**src/rtl/spi_mem_pkg.sv**
```systemverilog
// Shared types and defaults for the SPI memory request controller.
package spi_mem_pkg;

  localparam int ADDR_W_DEF = 16;

  typedef enum logic [2:0] {
    IDLE,
    ISSUE,
    WAIT_ACK,
    WAIT_DONE,
    RESP
  } state_t;

endpackage

```
**src/rtl/spi_mem_line.sv**
```systemverilog
// Single-entry write-through line buffer: one tag/data pair with a valid bit.
// Flush takes priority over a fill landing on the same edge.
module spi_mem_line
  import spi_mem_pkg::*;
#(
  parameter int ADDR_W   = ADDR_W_DEF,
  parameter bit CACHE_EN = 1'b1
) (
  input  logic              clk,
  input  logic              rst,
  input  logic              flush,
  input  logic              fill,
  input  logic [ADDR_W-1:0] fill_tag,
  input  logic [7:0]        fill_data,
  input  logic [ADDR_W-1:0] lookup_addr,
  output logic              hit,
  output logic [7:0]        hit_data
);

  logic              line_vld;
  logic [ADDR_W-1:0] line_tag;
  logic [7:0]        line_data;

  // Valid bit: cleared by reset or flush, set by a fill.
  always_ff @(posedge clk) begin
    if (rst) begin
      line_vld <= 1'b0;
    end else if (flush) begin
      line_vld <= 1'b0;
    end else if (fill) begin
      line_vld <= 1'b1;
    end
  end

  // Tag and data payload; only meaningful while line_vld is set.
  always_ff @(posedge clk) begin
    if (fill) begin
      line_tag  <= fill_tag;
      line_data <= fill_data;
    end
  end

  assign hit      = CACHE_EN && line_vld && (line_tag == lookup_addr);
  assign hit_data = line_data;

endmodule

```
**src/rtl/spi_mem_ctrl.sv**
```systemverilog
// CPU-side request controller in front of the SPI SRAM master. One SPI
// transaction per request, operands frozen in registers for its duration,
// repeated reads of the buffered address answered locally.
module spi_mem_ctrl
  import spi_mem_pkg::*;
#(
  parameter int ADDR_W   = ADDR_W_DEF,
  parameter bit CACHE_EN = 1'b1
) (
  input  logic              clk,
  input  logic              rst,
  input  logic              req_valid,
  output logic              req_ready,
  input  logic              req_write,
  input  logic [ADDR_W-1:0] req_addr,
  input  logic [7:0]        req_wdata,
  output logic              rsp_valid,
  output logic [7:0]        rsp_rdata,
  input  logic              flush,
  output logic              spi_start,
  output logic              spi_write,
  output logic [ADDR_W-1:0] spi_address,
  output logic [7:0]        spi_wdata,
  input  logic              spi_done,
  input  logic [7:0]        spi_rdata
);

  state_t            state;
  state_t            state_nxt;
  logic              op_write;
  logic [ADDR_W-1:0] op_addr;
  logic [7:0]        op_wdata;
  logic              line_hit;
  logic [7:0]        line_data;
  logic              accept;
  logic              fill;
  logic [7:0]        fill_data;

  assign accept    = (state == IDLE) && req_valid;
  assign fill      = (state == WAIT_DONE) && spi_done;
  assign fill_data = op_write ? op_wdata : spi_rdata;

  spi_mem_line #(
    .ADDR_W   (ADDR_W),
    .CACHE_EN (CACHE_EN)
  ) u_line (
    .clk         (clk),
    .rst         (rst),
    .flush       (flush),
    .fill        (fill),
    .fill_tag    (op_addr),
    .fill_data   (fill_data),
    .lookup_addr (req_addr),
    .hit         (line_hit),
    .hit_data    (line_data)
  );

  // State register.
  always_ff @(posedge clk) begin
    if (rst) begin
      state <= IDLE;
    end else begin
      state <= state_nxt;
    end
  end

  // Next-state and handshake outputs. Start is only offered while the
  // master reports idle so it forms a single-cycle pulse.
  always_comb begin
    state_nxt = state;
    req_ready = 1'b0;
    rsp_valid = 1'b0;
    spi_start = 1'b0;
    case (state)
      IDLE: begin
        req_ready = 1'b1;
        if (req_valid) begin
          state_nxt = (!req_write && line_hit) ? RESP : ISSUE;
        end
      end
      ISSUE: begin
        spi_start = spi_done;
        if (spi_done) state_nxt = WAIT_ACK;
      end
      WAIT_ACK: begin
        if (!spi_done) state_nxt = WAIT_DONE;
      end
      WAIT_DONE: begin
        if (spi_done) state_nxt = RESP;
      end
      RESP: begin
        rsp_valid = 1'b1;
        state_nxt = IDLE;
      end
      default: state_nxt = IDLE;
    endcase
  end

  // Operand registers: captured at accept, held until the next accept.
  always_ff @(posedge clk) begin
    if (rst) begin
      op_write <= 1'b0;
      op_addr  <= '0;
      op_wdata <= '0;
    end else if (accept) begin
      op_write <= req_write;
      op_addr  <= req_addr;
      op_wdata <= req_wdata;
    end
  end

  // Read data: from the line on a hit, from the master on a read completion.
  always_ff @(posedge clk) begin
    if (rst) begin
      rsp_rdata <= '0;
    end else if (accept && !req_write && line_hit) begin
      rsp_rdata <= line_data;
    end else if (fill && !op_write) begin
      rsp_rdata <= spi_rdata;
    end
  end

  assign spi_write   = op_write;
  assign spi_address = op_addr;
  assign spi_wdata   = op_wdata;

endmodule

```
**config.mk**
```make
export PLATFORM = sky130hd
export DESIGN_NAME = spi_mem_ctrl
export DESIGN_NICKNAME = d
export VERILOG_FILES = /design/src/rtl/spi_mem_pkg.sv /design/src/rtl/spi_mem_line.sv /design/src/rtl/spi_mem_ctrl.sv
export SDC_FILE = /design/constraint.sdc
export NUM_CORES = 1
export LEC_CHECK = 0
export CELL_PAD_IN_SITES_DETAIL_PLACEMENT = 0
export CELL_PAD_IN_SITES_GLOBAL_PLACEMENT = 1
export CORE_ASPECT_RATIO = 1.25
export CORE_MARGIN = 5
export CORE_UTILIZATION = 38
export DETAILED_ROUTE_END_ITERATION = 6
export GPL_ROUTABILITY_DRIVEN = 0
export PLACE_DENSITY = 0.9
export SLEW_MARGIN = 10
export SYNTH_ARGS = -nofsm -noshare
export SYNTH_HDL_FRONTEND = slang
export SYNTH_SLANG_ARGS = --single-unit
```
**constraint.sdc**
```tcl
create_clock -name clk -period 3.6 [get_ports clk]
set_clock_uncertainty 0.1 [all_clocks]
set_input_delay 1.08 -clock clk [delete_from_list [all_inputs] [get_ports clk]]
set_output_delay 1.08 -clock clk [all_outputs]
set_load 0.005 [all_outputs]
```
==> impl_metrics.tcl, run 1 <==
set metrics [dict create \
    ant_nets 0 \
    synthToLayoutAreaGrowth_pct 42.84 \
    wl_um 6358 \
    multi_input_area_um2 993.5 \
    drive_above_1_share 0.1175 \
    vias 2053 \
    cp_max_fo 2 \
    clockBufferDepth 2 \
    maxSlewViolCount 0 \
    yosysWarningCount 0 \
    syn_area_um2 2517 \
    drtIter0Drc 105 \
    worstPathArrival_ns 2.28 \
    slowest_stage "clkdlybuf4s50_1" \
    max_stage_delay_ns 0.54 \
    grt.total_usage 0.1540 \
    worstPathRequired_ns 2.42 \
    cts-root-buf "clkbuf_8" \
    syn_nets 286 \
    synth_cell_type_count 31 \
    dp_hpwl_um 4522 \
    clk_latency_ns 0.33 \
    avgSynthCellArea_um2 10.15 \
    n_antenna_cell 0 \
    cts_buffers 9 \
    post-route-min-period_ns 3.464 \
    start_util 0.3859 \
    holdBufCountCts 0 \
    ir_worst_vdd_mv 0.3726 \
    grt_pass1_wl_um 10090 \
    ys_seq_area_frac 0.5805 \
    clkSinkCount 61 \
    setup_viol 0 \
    die_h_um 101 \
    viasPerCell 4.900 \
    final_cells 419 \
    path_buf_inv 2 \
    critPathLaunchType "input port" \
    die_area_um2 8363 \
    layout.nets 365 \
    core_um2 6524 \
    fin_hold_ws_ns 0.3542 \
    post_cts_buffers 0 \
    grt_pass1_vias 2068 \
    fillers 620 \
    p_leak_nw 1.254 \
    path_class "input port to output pin" \
    synthCells 248 \
    p_total_mw 1.684 \
    path_common_cell "clkdlybuf4s50_1" \
    min_path_type "flip-flop to flip-flop" \
    drc 0 \
    power_density_nw_per_um2 468.3 \
    finalCritPeriodShare 0.9623 \
    final_cell_mix "73 x clkdlybuf4s50_1, 54 x nand2_1, 37 x dfxtp_1, 34 x a21oi_1, 24 x edfxtp_1" \
    gr-total-overflow 0 \
    clkTransAtPathRegs_ns 0.07 \
    htree_levels 3 \
    ios 74 \
    layout_commonest_cell "clkdlybuf4s50_1" \
    portBuffers 73 \
    crit_path_end_kind "output pin" \
    final.setup.tns_ns 0 \
    final_hold_viol_count 0 \
    post_cts_resized 0 \
    ys_seq_elements 61 \
    path_cells "clkdlybuf4s50_1 > nor3b_1 > clkdlybuf4s50_1" \
    antenna_found_initial 0 \
    wl_per_cell_um 15.17 \
    seqCellArea_um2 1461 \
    cts_tree "built" \
    grt_setup_unrepaired "false" \
    fmax_mhz 288.7 \
    outcome "finished, final reports clean" \
    dp.cells 403 \
    rows 33 \
    maxSlewHeadroom 0.5930 \
    final_util 0.5512 \
    crit_family "buffers and inverters" \
    worst_slew_pin_slew_ns 0.6072 \
    dr.pass1.iters 4 \
    cap_violations 0 \
    grt_start_max_net_pins 26 \
    dieWidth_um 82.80 \
]
==> where the power goes <==
part / total [mW] / switching (mW) / internal (mW)
combinational: 0.223 / 0.0979 / 0.125
clock: 0.686 / 0.257 / 0.428
sequential: 0.776 / 0.0253 / 0.750
total: 1.68 / 0.380 / 1.30
==> per-stage QoR <==
step                      setup slack [ns]  area, um2
after detailed placement            0.1293       3369
after floorplan                     0.8614       2517
final                               0.1357       3596
after CTS                           0.1189       3596
after global placement              0.1107       3369
after global routing               0.05683       3596
==> layer usage <==
layer | up-vias | wire [um] | global-route usage
met2 | 71 | 3044 | 0.2451
met1 | 949 | 2803 | 0.1883
met5 | - | 0 | 0
li1 | 1026 | - | -
met4 | 0 | 74 | 0.05912
met3 | 7 | 436 | 0.06132
==> logic make-up after synthesis <==
family	synth area share
XOR/XNOR	0.04523
multiplexers	0.05815
AND/OR/NAND/NOR	0.1963
flip-flops	0.5805
buffers and inverters	0.02585
AO/OA/AOI/OAI	0.09394
==> sequential cells by signal, indices dropped and copies added (netlist names) <==
register and flops:
spi_address 16, u_line.line_tag 16, rsp_rdata 8, spi_wdata 8, u_line.hit_data 8, state 3
spi_write 1, u_line.line_vld 1
==> synth_stat cells (all sizes together) <==
cell	n	area [um2]
a31oi	3	18.77
buf	4	20.02
nor4b	1	23.77
nor3	18	95.09
and2	3	18.77
nand3	2	10.01
or3	1	6.260
xnor2	3	26.28
o21ai	3	15.01
inv	2	7.510
mux2	13	146.4
clkbuf	10	37.54
nor2b	5	31.28
dfxtp	37	740.7
a2111oi	1	8.760
nor2	3	11.26
and4	1	8.760
o221ai	1	8.760
or2	1	6.260
a21oi	34	170.2
nand4	2	12.51
nand2	54	202.7
edfxtp	24	720.7
a211oi	1	7.510
xor2	10	87.58
nor4	2	12.51
o211ai	1	7.510
nand2b	5	31.28
nor3b	2	15.01
nand4b	1	8.760
==> cell type report <==
class	count	area share
well taps	87	0.03027
clock buffers	13	0.04419
multi-input cells	171	0.2763
flip-flops and latches	61	0.4064
clock inverters	3	0.01879
repair buffers	82	0.2220
inverters	2	0.002088
==> worst paths after layout <==
kind,startpoint,end,slack (ns),depth (start not counted)
setup reg to reg,u_line.line_tag[11]$_DFFE_PP_,state[2]$_SDFFE_PP0P_,1.47,5
setup / recovery,spi_done,spi_start,0.14,3
hold reg to reg,spi_address[11]$_SDFFE_PP0N_,u_line.line_tag[11]$_DFFE_PP_,0.35,0
hold / removal,spi_address[11]$_SDFFE_PP0N_,u_line.line_tag[11]$_DFFE_PP_,0.35,0
Note: power is estimated with default switching activity, not from simulation.
==> run 2: changes to the inputs <==
Settings changed: TNS_END_PERCENT from default to 10.
==> results of run 2 <==
Final layout, timing and power as in run 1 (identical DEF).
